--- src/rtl/arbitro_rr_mux.sv ---
// Round-robin scheduler for the shared 4:1 mux / 1:4 demux between input and output FIFOs.
// Grants are combinational from state, pointer and flags so that pop and the flags it used share one edge.
module arbitro_rr_mux #(
  parameter int INIT_CYCLES = 4,
  parameter int NUM_PUERTOS = 4
) (
  input  logic                           clk,
  input  logic                           reset,
  input  logic [NUM_PUERTOS-1:0]         vacio,
  input  logic [NUM_PUERTOS-1:0]         pausa,
  input  logic [$clog2(NUM_PUERTOS)-1:0] destino0,
  input  logic [$clog2(NUM_PUERTOS)-1:0] destino1,
  input  logic [$clog2(NUM_PUERTOS)-1:0] destino2,
  input  logic [$clog2(NUM_PUERTOS)-1:0] destino3,
  output logic [NUM_PUERTOS-1:0]         pop,
  output logic [NUM_PUERTOS-1:0]         push,
  output logic [$clog2(NUM_PUERTOS)-1:0] selector_mux,
  output logic [$clog2(NUM_PUERTOS)-1:0] selector_demux,
  output logic                           enb,
  output logic                           idle
);
  // state  | meaning
  // INICIO | settling after reset, no grants
  // IDLE   | nothing was granted last cycle
  // ACTIVO | a grant was issued last cycle

  localparam int SW       = $clog2(NUM_PUERTOS);
  localparam int INIT_EFF = (INIT_CYCLES < 1) ? 1 : INIT_CYCLES;
  localparam int CW       = $clog2(INIT_EFF + 1);

  typedef enum logic [1:0] {INICIO, IDLE, ACTIVO} estado_t;

  estado_t                estado;
  logic [SW-1:0]          ptr;
  logic [CW-1:0]          cnt;
  logic [SW-1:0]          dest [NUM_PUERTOS];
  logic [NUM_PUERTOS-1:0] elig;
  logic                   hay;
  logic                   grant;
  logic [SW-1:0]          gan;
  logic [SW-1:0]          idx;

  assign dest[0] = destino0;
  assign dest[1] = destino1;
  assign dest[2] = destino2;
  assign dest[3] = destino3;

  always_comb begin
    elig = '0;
    for (int i = 0; i < NUM_PUERTOS; i++)
      elig[i] = !vacio[i] && !pausa[dest[i]];
  end

  // Scan starts at ptr so the most recently served input goes last.
  always_comb begin
    hay = 1'b0;
    gan = '0;
    idx = '0;
    for (int k = 0; k < NUM_PUERTOS; k++) begin
      idx = ptr + SW'(k);
      if (!hay && elig[idx]) begin
        hay = 1'b1;
        gan = idx;
      end
    end
  end

  assign grant = hay && (estado != INICIO);

  always_comb begin
    pop            = '0;
    push           = '0;
    selector_mux   = '0;
    selector_demux = '0;
    enb            = 1'b0;
    idle           = 1'b0;
    if (grant) begin
      pop[gan]       = 1'b1;
      push[dest[gan]] = 1'b1;
      selector_mux   = gan;
      selector_demux = dest[gan];
      enb            = 1'b1;
    end else if (estado == IDLE) begin
      idle = 1'b1;
    end
  end

  always_ff @(posedge clk or posedge reset) begin
    if (reset) begin
      estado <= INICIO;
      ptr    <= '0;
      cnt    <= '0;
    end else begin
      case (estado)
        INICIO: begin
          cnt <= cnt + CW'(1);
          if (cnt == CW'(INIT_EFF - 1)) estado <= IDLE;
        end
        IDLE:    if (grant) estado <= ACTIVO;
        ACTIVO:  if (!grant) estado <= IDLE;
        default: estado <= INICIO;
      endcase
      if (grant) ptr <= gan + SW'(1);
    end
  end

endmodule
--- config.mk ---
export PLATFORM = sky130hd
export DESIGN_NAME = arbitro_rr_mux
export DESIGN_NICKNAME = d
export VERILOG_FILES = /design/src/rtl/arbitro_rr_mux.sv
export SDC_FILE = /design/constraint.sdc
export NUM_CORES = 1
export LEC_CHECK = 0
export CAP_MARGIN = 5
export CORE_UTILIZATION = 30
export CTS_BUF_LIST = sky130_fd_sc_hd__clkbuf_8
export CTS_CLUSTER_DIAMETER = 150
export DETAILED_ROUTE_END_ITERATION = 10
export HOLD_SLACK_MARGIN = 0.03
export PLACE_DENSITY = 0.55
export SLEW_MARGIN = 20
export SYNTH_ARGS = -nofsm -noshare
export SYNTH_HDL_FRONTEND = slang
export SYNTH_SLANG_ARGS = --single-unit
--- constraint.sdc ---
create_clock -name clk -period 2.5 [get_ports clk]
set_input_delay 0.375 -clock clk [delete_from_list [all_inputs] [get_ports clk]]
set_output_delay 0.375 -clock clk [all_outputs]
set_load 0.005 [all_outputs]
==> flow_summary.ini, run 1 <==
[cts]
clock_path_buffers = 2
cts.root.buffer_cell = clkbuf_8
clk-insertion-delay-late_ns = 0.23
postCtsHoldBufs = 0
cts_buffers = 3
path_clk_slew_ns = 0.04
clock_sinks = 7
ctsHtreeMaxLevel = 1
tritoncts = built

[detailed_routing]
drt_first_pass_iters = 4
routed_wl_um = 3670
viasPerCell = 5.29
routed_wire_length_per_instance_um = 15.2
final_antenna_net_count = 0
num_vias = 1274
drt-initial-drc-count = 40
drc = 0

[setup_path]
crit_path_dat_ns = 2.21
path_class = in -> out
timing.critical_path.slowest_stage_cell = nor3_4
slowest_delay_ns = 0.29
critPathRequiredTime_ns = 2.12
critical_path_peak_fanout = 4
worstSetupEndpointType = primary output
start_kind = input port
crit_chain = buf_8, mux2i_4, a22o_4, a22o_4, nor3_4, buf_6, buf_6, a221oi_2, a211oi_2, buf_2
rr_startpoint = ptr[1]
start_point_of_the_critical_path = destino1[0]

[final_layout]
area_occupied_by_multi_input_gates_mm2 = 0.00102
drive_above_1_share_pct = 60.9
number_of_antenna_cells_inserted = 0
final_core_utilization_pct = 62.2
final_cell_area_mm2 = 0.00195
number_of_inserted_filler_cells_in_the_final_layout = 266
regArea_um2 = 175
area.growth.synth_to_final_pct = 91.6
layout.nets = 222

[power_and_ir_drop]
power.leakage_nw = 0.892
power.density_mw_per_mm2 = 661
peak_ir_drop_on_the_vdd_network_uv = 447

[global_route]
grt_start_max_net_pins = 9
grt_antenna_before_repair = 0
grtUsageTotal_pct = 21.3
global_route.overflow_total = 0
grt_pass1_wl_um = 5820
first_global_vias = 1298

[floorplanning]
core_mm2 = 0.00313
die_w_um = 60.2
boundaryPins = 32
rows = 20
die_area_mm2 = 0.00362
floorplan.die.height_um = 60.2
initial_core_utilization_pct = 32.5

[place]
port-buffer-count = 31
placed_cell_area_mm2 = 0.00159
routabilityCongestion = 0.867
place_hpwl_um = 2480
pre_cts_ws_ns = -0.899

[synth]
synth-seq-area-share_pct = 17.2
postSynthNetCount = 147
synth-edff-count = 0
number_of_cells_produced_by_synthesis = 123
synth.yosys.warnings = 0
postSynth.asyncResetShare_pct = 100
synth_area_mm2 = 0.00102
synthFlopType = dfrtp_1
yosys_register_bits = 7
synth.avg_cell_area_um2 = 8.26
synth_cell_type_count = 37

[timing]
fin_setup_tns_ns = -0.174
tightestPinTransition_ns = 0.341
timing.final.crit_period_ns = 2.58
final.setup_skew_ns = 0.00486
timing.final.ws_setup_ns = -0.0842
unrepaired_setup_endpoints_after_global_routing = yes
slew_violations = 0
setup_viol_count_final = 5
hold_violations_final = 0
timing.slew.headroom_pct = 77.3
fmax_mhz = 387
holdWs_ns = 0.380
share_of_the_clock_period_used_by_the_worst_path_pct = 103

[run_status]
outcome = complete, but fails checks
failed_checks = negative setup slack

[flow_run]
timing.max_cap.violations = 0

[min_path]
timing.hold.worst.class = in -> async
registers in the layout, summed over array words and instances (netlist names):
register  count
cnt           3
estado        2
ptr           2
final timing paths:
| kind | to | slack [ns] | cells after the start |
|---|---|---|---|
| setup / recovery | push[3] | -0.08 | 10 |
| hold / removal | ptr[1] | 0.38 | 2 |
| setup reg to reg | ptr[1] | 0.59 | 8 |
| hold reg to reg | cnt[0] | 0.47 | 1 |
| max in group asynchronous | cnt[1] | 1.90 | 2 |
| min in group clk | cnt[0] | 0.47 | 1 |
what timing repair did:
action	CTS	global route
buffers inserted	14	0
resized for setup	138	30
endpoints found under the setup margin	15	12
pin swaps	21	16
gates cloned	0	0
power by group:
group	switching (mW)	internal, mW
registers	0.0549	0.168
clock network	0.0550	0.107
logic	0.430	0.473
total	0.540	0.747
layout make-up:
| class | count | area share, % |
|---|---|---|
| inverter | 11 | 2.12 |
| sequential | 7 | 9.00 |
| timing repair buffer | 77 | 31.1 |
| clock inverter | 1 | 0.193 |
| clock buffer | 3 | 2.12 |
| tap | 44 | 2.83 |
| multi-input combinational | 98 | 52.6 |
metrics by stage:
stage	power [mW]	std cells
2_1_floorplan	0.583	123
3_3_place_gp	0.904	225
3_5_place_dp	0.920	225
4_1_cts	1.23	243
5_1_grt	1.38	241
6_report	1.29	241
layout by cell type, fill, tap and decap left out, types with 4 or more instances in the layout:
cell type	Yosys	routed
mux2i_2	0	4
and2_1	6	5
nor2_1	13	11
buf_6	2	13
ha_1	6	6
a211oi_2	0	4
buf_2	5	16
mux2i_1	12	5
buf_4	0	34
a221oi_2	0	4
dlygate4sd2_1	0	5
dfrtp_1	7	7
inv_1	11	10
per-layer routing:
metal | track usage, % | part of all wire, % | vias to the layer above
li1 | - | - | 617
met1 | 26.3 | 41 | 611
met2 | 37.8 | 52 | 34
met3 | 2.16 | 2.8 | 12
met4 | 7.31 | 3.6 | 0
met5 | 0 | 0 | -
critical path: cells and delay by family:
kind,cells,cell delay (ns)
AOI/OAI and AO/OA,4,0.83
buffers and inverters,4,0.53
and+or+nand+nor,1,0.29
muxes,1,0.18
cell usage after synthesis (2+ instances only):
library cell   n  area (µm²)
a211oi_1       4        30.0
a21oi_1        3        15.0
a221oi_1       4        35.0
a22o_1         4        35.0
a22oi_1        3        22.5
a311oi_1       2        17.5
a31oi_1        3        18.8
a32oi_1        4        35.0
and2_1         6        37.5
buf_2          5        25.0
buf_6          2        22.5
dfrtp_1        7         175
ha_1           6        75.1
inv_1         11        41.3
mux2_2         2        22.5
mux2i_1       12         120
nand2_1        3        11.3
nand3_1        3        15.0
nand4_1        3        18.8
nor2_1        13        48.8
nor2b_1        6        37.5
o32ai_1        2        17.5
cells by family (layout without fill, tap and decap cells):
| logic type | after synthesis | in the layout | share of synthesized area, % |
|---|---|---|---|
| AO/OA/AOI/OAI | 36 | 36 | 29.4 |
| XOR/XNOR | 2 | 2 | 1.72 |
| adder cells (fa/ha/maj) | 6 | 6 | 7.39 |
| buffers and inverters | 18 | 92 | 8.74 |
| flip-flops | 7 | 7 | 17.2 |
| multiplexers | 14 | 14 | 14.0 |
| AND/OR/NAND/NOR | 40 | 40 | 21.4 |
Power figures use the tool's default switching activity.
==> run 2: changes to the inputs <==
CTS_CLUSTER_DIAMETER = 80   (was 150)
GPL_TIMING_DRIVEN = 0   (was default)
clock period = 3.3 ns   (was 2.5 ns; I/O delays follow)
==> flow_summary.ini, run 2 (synthesis gave the netlist of run 1 again) <==
[run_status]
outcome = complete, no violations

[place]
pre_cts_ws_ns = -0.370
routabilityCongestion = 0.853
port-buffer-count = 27
place_hpwl_um = 2110

[final_layout]
area.growth.synth_to_final_pct = 51.8
layout.nets = 187
biggestRegsByFlops = cnt: 3 flops, estado: 2 flops, ptr: 2 flops
largest_register_ffs = 3
max_flop_register = cnt
number_of_inserted_filler_cells_in_the_final_layout = 301
number_of_antenna_cells_inserted = 0
leading_cell_type_in_the_layout_fill_and_taps_excluded = nor2_1
drive_above_1_share_pct = 24.7
final_core_utilization_pct = 49.3
most-common-layout-cells = nor2_1 (13), dlygate4sd2_1 (12), clkdlybuf4s50_1 (11)

[floorplanning]
die_area_mm2 = 0.00362
die_w_um = 60.2
rows = 20
floorplan.die.height_um = 60.2
core_mm2 = 0.00313
boundaryPins = 32
initial_core_utilization_pct = 32.5

[cts]
path_clk_slew_ns = 0.04
ctsHtreeMaxLevel = 1
postCtsHoldBufs = 0
tritoncts = built
clock_path_buffers = 2
cts.root.buffer_cell = clkbuf_8
cts_buffers = 3
clk-insertion-delay-late_ns = 0.23
clock_sinks = 7

[timing]
final.setup_skew_ns = 0.00121
hold_violations_final = 0
unrepaired_setup_endpoints_after_global_routing = yes
fin_setup_tns_ns = 0
tightestPinTransition_ns = 0.679
holdWs_ns = 0.483
share_of_the_clock_period_used_by_the_worst_path_pct = 98.4
timing.final.crit_period_ns = 3.25
timing.final.ws_setup_ns = 0.0539
fmax_mhz = 308
setup_viol_count_final = 0
timing.slew.headroom_pct = 54.6
slew_violations = 0

[detailed_routing]
m1WireLength_um = 1340
num_vias = 1085
final_antenna_net_count = 0
routed_wire_length_per_instance_um = 13.5
drt-initial-drc-count = 44
met3_wirelength_um = 94
drt_first_pass_iters = 4
met2_length_um = 1330
top_layer = met4
viasPerCell = 5.27
routed_wl_um = 2780
drc = 0

[setup_path]
rr_startpoint = ptr[0]
critical_path_peak_fanout = 6
crit-reg2reg-capture = ptr[1]
path_class = in -> out
crit_path_dat_ns = 2.75
critPathRequiredTime_ns = 2.80
start_kind = input port
worstSetupEndpointType = primary output
rrSetupSlack_ns = 1.43
ff2ff_path_depth = 8

[flow_run]
timing.max_cap.violations = 0

[global_route]
grtUsageTotal_pct = 16.4
global_route.overflow_total = 0
grt_pass1_wl_um = 4520
first_global_vias = 1022
grt_start_max_net_pins = 12
grt_antenna_before_repair = 0

[min_path]
min_to = cnt[0]
timing.hold.worst.class = reg -> reg
worstHoldPathCells = 1
hp-start = cnt[0]

[power_and_ir_drop]
power.leakage_nw = 0.738
total_power_consumption_mw = 0.780
peak_ir_drop_on_the_vdd_network_uv = 222
power.density_mw_per_mm2 = 505
[run 2: changes by cell type in the layout (fill, tap and decap cells not counted), moves of 4 or more]
cell,delta
a211oi_2,-4
dlygate4sd2_1,+7
buf_4,-26
a221oi_1,+4
dlymetal6s2s_1,+4
clkdlybuf4s50_1,+10
mux2i_1,+5
buf_6,-10
a211oi_1,+4
buf_2,-12
a221oi_2,-4
[run 2: repair_timing]
action	in CTS	in global routing
hold endpoints to repair	0	0
buffers inserted	4	4
setup endpoints to repair	12	7
gates resized for setup	32	6
pin swaps	6	4
[run 2: metal layers]
metal  track usage [%]  vias up
li1                  -      548
met1              22.4      502
met2              26.7       33
met3              2.60        2
met4              4.32        0
met5                 0        -
[run 2: power by group]
part / switching (mW) / leakage [nW] / total, mW / internal (mW)
registers: 0.0450 / 0.0844 / 0.172 / 0.127
logic: 0.243 / 0.626 / 0.491 / 0.248
clock network: 0.0362 / 0.0269 / 0.117 / 0.0803
[run 2: worst max path at each step]
stage,startpoint,endpoint,slack (ns),cells after the start
after floorplan,destino0[1],pop[1],0.69,10
after global placement,destino0[0],pop[3],-0.34,11
after detailed placement,destino0[0],pop[3],-0.37,11
after CTS,vacio[1],push[2],0.005,9
after global routing,vacio[1],pop[3],-0.07,10
final,vacio[0],pop[3],0.05,10
[run 2: stage by stage]
stage          std cells  area (µm²)
2_1_floorplan        123        1020
6_report             206        1540
4_1_cts              202        1490
3_5_place_dp         194        1340
3_3_place_gp         194        1340
5_1_grt              206        1540
[run 2: worst max-delay path, stage by stage]
cell,delay [ns]
clkdlybuf4s50_1,0.49
nor2b_1,0.07
a22o_2,0.31
a22o_4,0.26
nor3_4,0.15
buf_6,0.14
buf_4,0.11
ha_1,0.12
and2_1,0.11
clkdlybuf4s50_1,0.49
[run 2: cell type report]
| type | instances | area [µm²] | share of cell area, % |
|---|---|---|---|
| multi-input combinational | 98 | 847 | 54.9 |
| buffer | 7 | 53.8 | 3.49 |
| inverter | 11 | 41.3 | 2.68 |
| tap | 44 | 55.1 | 3.57 |
| clock buffer | 3 | 41.3 | 2.68 |
| clock inverter | 1 | 3.75 | 0.243 |
| timing repair buffer | 35 | 325 | 21.1 |
| sequential | 7 | 175 | 11.4 |
